**config.mk**
```make
export PLATFORM = sky130hd
export DESIGN_NAME = reg_bank
export DESIGN_NICKNAME = d
export VERILOG_FILES = /design/src/rtl/reg_bank.sv
export SDC_FILE = /design/constraint.sdc
export NUM_CORES = 1
export LEC_CHECK = 0
export CELL_PAD_IN_SITES_DETAIL_PLACEMENT = 1
export CELL_PAD_IN_SITES_GLOBAL_PLACEMENT = 1
export CORE_AREA = 2 2 158 160
export CTS_CLUSTER_DIAMETER = 120
export DETAILED_ROUTE_END_ITERATION = 12
export DIE_AREA = 0 0 160 162
export HOLD_SLACK_MARGIN = 0.12
export PLACE_DENSITY = 0.67
export SLEW_MARGIN = 30
export SYNTH_ARGS = -nofsm -noshare
export SYNTH_HDL_FRONTEND = slang
export SYNTH_SLANG_ARGS = --single-unit
```
**constraint.sdc**
```tcl
create_clock -name clk -period 5.4 [get_ports clk]
set_input_delay 1.62 -clock clk [delete_from_list [all_inputs] [get_ports clk]]
set_output_delay 1.62 -clock clk [all_outputs]
set_load 0.1 [all_outputs]
```
**src/rtl/reg_bank.sv**
```systemverilog
// reg_bank: NUM_REGS x WIDTH register file with lane loads, clear, inc/dec,
// two combinational read ports and per-register zero/sticky-overflow flags.
// Optional build macro: REG_BANK_SATURATE_EN (inc/dec saturate instead of wrap).
module reg_bank #(
  parameter int unsigned WIDTH    = 16,
  parameter int unsigned LANE_W   = 8,
  parameter int unsigned NUM_REGS = 4,
  localparam int unsigned LANES   = WIDTH / LANE_W,
  localparam int unsigned LSW     = (LANES > 1) ? $clog2(LANES) : 1,
  localparam int unsigned RSW     = $clog2(NUM_REGS)
) (
  input  logic                clk,
  input  logic                rst,
  input  logic [LANE_W-1:0]   I,
  input  logic [1:0]          FunSel,
  input  logic [LSW-1:0]      lane_sel,
  input  logic [NUM_REGS-1:0] en,
  input  logic [RSW-1:0]      rd_sel_a,
  input  logic [RSW-1:0]      rd_sel_b,
  output logic [WIDTH-1:0]    out_a,
  output logic [WIDTH-1:0]    out_b,
  output logic [NUM_REGS-1:0] zero,
  output logic [NUM_REGS-1:0] ovf
);

  localparam int unsigned RD_DEPTH = 2 ** RSW;

  localparam logic [1:0] OP_CLR = 2'b00;
  localparam logic [1:0] OP_LD  = 2'b01;
  localparam logic [1:0] OP_DEC = 2'b10;
  localparam logic [1:0] OP_INC = 2'b11;

  if ((WIDTH % LANE_W) != 0) begin : g_chk_width
    $error("reg_bank: WIDTH must be a multiple of LANE_W");
  end
  if (NUM_REGS < 2) begin : g_chk_regs
    $error("reg_bank: NUM_REGS must be at least 2");
  end

  logic [WIDTH-1:0]    regs     [NUM_REGS];
  logic [WIDTH-1:0]    nxt_val  [NUM_REGS];
  logic [NUM_REGS-1:0] nxt_zero;
  logic [NUM_REGS-1:0] nxt_ovf;
  logic [WIDTH-1:0]    rd_tbl   [RD_DEPTH];

  // Per-register next value and flags; disabled registers hold.
  always_comb begin
    for (int r = 0; r < NUM_REGS; r++) begin
      nxt_val[r] = regs[r];
      nxt_ovf[r] = ovf[r];
      if (en[r]) begin
        case (FunSel)
          OP_CLR: begin
            nxt_val[r] = '0;
            nxt_ovf[r] = 1'b0;
          end
          OP_LD: begin
            for (int k = 0; k < LANES; k++) begin
              if (lane_sel == LSW'(k)) begin
                nxt_val[r][k*LANE_W +: LANE_W] = I;
              end
            end
          end
          OP_DEC: begin
            if (regs[r] == '0) begin
              nxt_ovf[r] = 1'b1;
`ifdef REG_BANK_SATURATE_EN
              nxt_val[r] = '0;
`else
              nxt_val[r] = '1;
`endif
            end else begin
              nxt_val[r] = regs[r] - WIDTH'(1);
            end
          end
          OP_INC: begin
            if (&regs[r]) begin
              nxt_ovf[r] = 1'b1;
`ifdef REG_BANK_SATURATE_EN
              nxt_val[r] = '1;
`else
              nxt_val[r] = '0;
`endif
            end else begin
              nxt_val[r] = regs[r] + WIDTH'(1);
            end
          end
          default: nxt_val[r] = regs[r];
        endcase
      end
      nxt_zero[r] = (nxt_val[r] == '0);
    end
  end

  // State update; zero flag tracks the value written on the same edge.
  always_ff @(posedge clk) begin
    if (rst) begin
      for (int r = 0; r < NUM_REGS; r++) begin
        regs[r] <= '0;
      end
      zero <= '1;
      ovf  <= '0;
    end else begin
      for (int r = 0; r < NUM_REGS; r++) begin
        regs[r] <= nxt_val[r];
      end
      zero <= nxt_zero;
      ovf  <= nxt_ovf;
    end
  end

  // Read table padded to the full select range; unused selects read as 0.
  for (genvar i = 0; i < RD_DEPTH; i++) begin : g_rd
    if (i < NUM_REGS) begin : g_live
      assign rd_tbl[i] = regs[i];
    end else begin : g_pad
      assign rd_tbl[i] = '0;
    end
  end

  assign out_a = rd_tbl[rd_sel_a];
  assign out_b = rd_tbl[rd_sel_b];

endmodule

```
Word level (Yosys, flattened, before mapping)
Memories as Yosys holds them, arrays and structs flattened.
Cells that the tools add are included.

operators by class
  add/sub/neg operators = 8
  multipliers = 0
  divide/modulo/power cells = 0
  order comparisons = 2
  equality and inequality tests = 11
  shift-type cells = 0
  mux-type cells = 49
  bitwise operators = 6
  reductions and logical operators = 18

operators by type and width
  cell                     count
  $mux W16                 20
  $pmux W16 S4             4
  $logic_not A16 Y1        8
  $add A16 B1 Y16 const B  4
  $bmux W16 S2             2
  $mux W8                  8
  $reduce_and A16 Y1       4
  $sub A16 B1 Y16 const B  4
  $ne A2 B2 Y1 const B     8
  $reduce_and A4 Y1        4
  $pmux W1 S3              4
  $mux W1                  11
  $ge A3 B3 Y1 const B     2
  $not A2 Y3               2
  $eq A2 B2 Y1 const B     2
  $or A1 B1 Y1             4
  $reduce_bool A3 Y1       1
  $eq A2 B1 Y1 const B     1
  $logic_not A2 Y1         1

word-level totals
  register bits = 8
  bits in latches = 0
  bits in writable memories = 64
  bits in read-only memories = 0
  input port bits = 21
  output and inout port bits = 40
  word-level logic and storage cells = 100
  memories = 1

memory list
  memory  depth  bits a word  rd ports  clocked after Yosys merged registers in  wr ports  line  text
  regs    4      16           4         0                                        4         40    logic [WIDTH-1:0] regs [NUM_REGS];

Depth between registers and ports, before layout
  depth in word-level cells = 5
  depth in mapped cells = 12
  gate-level depth less buffers = 10

Worst setup path before layout
Ideal clock, no wire load.

  path kind = input-to-output
  start point = input port rd_sel_a[1]
  end point = output port out_a[10]
  arrival time = 3.390 ns
  required time = 3.780 ns
  path slack = 0.390 ns
  stages on the path = 3
  path buffers = 2
  cells stage by stage = clkbuf_1 buf_1 mux4_2

between the ends
  word-level cells in the longest chain between the ends = 4

ends and longest elaborated chain
  item                                          line  text
  start: declaration                            18    input logic [RSW-1:0] rd_sel_a,
  $not A2 Y3 (not written as such)              121   assign out_a = rd_tbl[rd_sel_a];
  $bmux W16 S2                                  121
  $mux W16 (not written as such) (2 in series)  121
  end: declaration                              20    output logic [WIDTH-1:0] out_a,

Every way passes these cells. The select of a mux whose other input is x is not followed.

Final worst setup path
  start point = input port rd_sel_b[1]
  end point = output port out_b[2]

between the ends
  word-level cells in the longest chain between the ends = 4

ends and longest elaborated chain
  item                                          line  text
  start: declaration                            19    input logic [RSW-1:0] rd_sel_b,
  $not A2 Y3 (not written as such)              122   assign out_b = rd_tbl[rd_sel_b];
  $bmux W16 S2                                  122
  $mux W16 (not written as such) (2 in series)  122
  end: declaration                              21    output logic [WIDTH-1:0] out_b,

Every way passes these cells. The select of a mux whose other input is x is not followed.

==> impl_metrics.yaml <==
status:
  status: "complete, no violations"
die:
  die_area_um2: 25900
  core_area_um2: 24100
  die_w_um: 160
  initial_utilization: 0.325
  die_h_um: 162
  ios: 61
  rows: 57
routing:
  avgRoutedWirePerCell_um: 27.3
  drt_iter0_markers: 1259
  firstDrtPassIters: 6
  via_per_inst: 6.74
  vias: 9548
  drc: 0
  ant_nets: 0
  routed_wl_um: 38700
timing:
  rsz0062_at_grt: "no"
  holdWs_ns: 0.564
  finalSetupViolCount: 0
  fmax_ghz: 0.210
  tightest_slew_ns: 0.990
  fin_ws_ns: 0.639
  slew_violations: 0
  setup_tns_ns: 0
  relSlewSlack: 0.338
  skew_ns: 0.0125
  period_share: 0.882
  hold_viol_final: 0
  fin_crit_ns: 4.76
final_layout:
  num-fill-cells: 2964
  final_area_um2: 9280
  fin_nets: 1121
  synthToLayoutAreaGrowth_pct: 18.3
  fin_util: 0.385
  layout-drive-gt1-share: 0.127
  stdcell_count: 1417
synth:
  synth_ff_type: "dfxtp_1"
  seq_area_frac_synth: 0.184
  async_flop_share: 0
  synth_cell_types: 73
  yosys_warnings: 0
  synth_area_per_cell_um2: 7.06
  ys_ff_latch: 72
  syn-cell-area_um2: 7840
  synth_edf_count: 0
  syn_nets: 1143
  postSynthCellCount: 1110
global_route:
  antenna_found_initial: 3
  track_usage: 0.293
  grt_pass1_wl_um: 58300
  overflow: 0
  grt_max_degree: 47
  grt_pass1_vias: 9049
worst_setup_path:
  startpoint_type: "input pin"
  end_kind: "primary output"
  reg2reg_slack_ns: 1.68
  worstPathArrival_ns: 3.14
  path_class: "in2out"
  cp.required_ns: 3.78
  critPathMaxFanout: 16
placed_design:
  dpl.hpwl_um: 28000
  portBuffers: 60
  dpl_worst_slack_ns: 0.639
  postPlaceCellArea_um2: 8960
  dp_cells: 1401
  place_congestion: 0.964
power:
  power_density_nw_per_um2: 284
  vdd_drop_max_mv: 0.144
  p_leak_nw: 3.23
  total_power_mw: 2.64
clock_tree:
  clock-sinks: 72
  cts_tree: "done"
  cts_buffers: 9
  cts_hold_buffers: 0
  cts_resized: 0
  htreeDepth: 3
  clk_latency_ns: 0.36
  path_clk_slew_ns: 0.07
  cts_setup_buffers: 0
  clock_path_buffers: 2
  clockRootBuffer: "clkbuf_16"
min_path:
  worst_hold_path_type: "reg2reg"
run:
  cap_violations: 0
## power breakdown
group / switching (mW) / total (mW) / internal [mW]
registers: 0.176 / 0.754 / 0.578
clock network: 0.283 / 0.684 / 0.401
logic: 0.768 / 1.20 / 0.431
total: 1.23 / 2.64 / 1.41
## state kept, by name, indices dropped and copies added (netlist names)
signal and count:
ovf 4, regs 64, zero 4
## path summary, 6_finish.rpt
kind	to	cells after the start	start
setup reg to reg	zero[1]	9	regs[1][0]
hold / removal	ovf[0]	2	ovf[0]
setup / recovery	out_b[2]	4	rd_sel_b[1]
hold reg to reg	ovf[0]	2	ovf[0]
## layer usage
metal  part of all wire  GRT usage  up-vias
met5                  0          0        -
met4              0.040      0.123        0
met3               0.10     0.0605      121
met2               0.45      0.458      634
met1               0.40      0.394     4666
li1                   -          -     4127
## layout by cell type, fill, tap and decap left out, types with 8 or more instances in the layout
cell and instances:
o21ai_0 77, o211ai_1 10, nand4_1 24, mux4_2 32, clkdlybuf4s50_1 26, dfxtp_1 72, buf_12 34, a221oi_1 8
nand2_1 110, xor2_1 12, buf_4 33, a41oi_1 9, and3_1 18, xnor2_1 15, nor2_1 121, o41ai_1 12
o221ai_1 8, or3_1 14, a211oi_1 20, nor3_1 25, a31oi_1 21, inv_1 25, mux2i_1 12, nor4_1 29
a21oi_1 88, o31ai_1 10, nand3_1 34, clkbuf_16 9, ha_1 12, nor2b_1 26
## final cells by class
cell class	instances	area, um^2	area share
Antenna cell	1	2.50	0.000270
Multi-Input combinational cell	885	5820	0.628
Tap cell	324	405	0.0437
Clock buffer	9	225	0.0243
Clock inverter	6	85.1	0.00917
Sequential cell	72	1440	0.155
Inverter	25	93.8	0.0101
Timing Repair Buffer	95	1200	0.129
## worst max-delay path: stages
cell	delay, ns
clkdlybuf4s50_1	0.51
buf_12	0.20
mux4_2	0.58
buf_12	0.20
## synthesized netlist by cell type, drive strengths merged, types with 7 or more instances
| library cell | number | area [um^2] |
|---|---|---|
| o41ai | 12 | 105 |
| buf | 22 | 88.8 |
| xor2 | 12 | 105 |
| a221oi | 8 | 70.1 |
| nand3b | 7 | 52.6 |
| nand2 | 110 | 413 |
| a31oi | 21 | 131 |
| or3 | 14 | 87.6 |
| or4 | 8 | 63.8 |
| clkbuf | 106 | 398 |
| o221ai | 8 | 70.1 |
| dfxtp | 72 | 1440 |
| a41oi | 9 | 78.8 |
| nand4 | 24 | 150 |
| nor2 | 121 | 454 |
| nand3 | 34 | 170 |
| a21oi | 88 | 440 |
| nand2b | 7 | 43.8 |
| mux4 | 32 | 721 |
| nor3b | 7 | 52.6 |
| o31ai | 10 | 75.1 |
| a211oi | 20 | 150 |
| inv | 25 | 93.8 |
| o21ai | 78 | 390 |
| nor4 | 33 | 231 |
| o211ai | 10 | 75.1 |
| xnor2 | 15 | 131 |
| nor3 | 25 | 125 |
| and3 | 18 | 113 |
| ha | 12 | 150 |
| mux2i | 12 | 120 |
| nor2b | 27 | 169 |
## logic make-up after synthesis
family | synth area share
compound gates | 0.282
flops | 0.184
fa+ha+maj | 0.0192
simple gates | 0.298
buf+inv | 0.0740
mux | 0.113
xor+xnor | 0.0302
(Power assumes the default switching activity.)
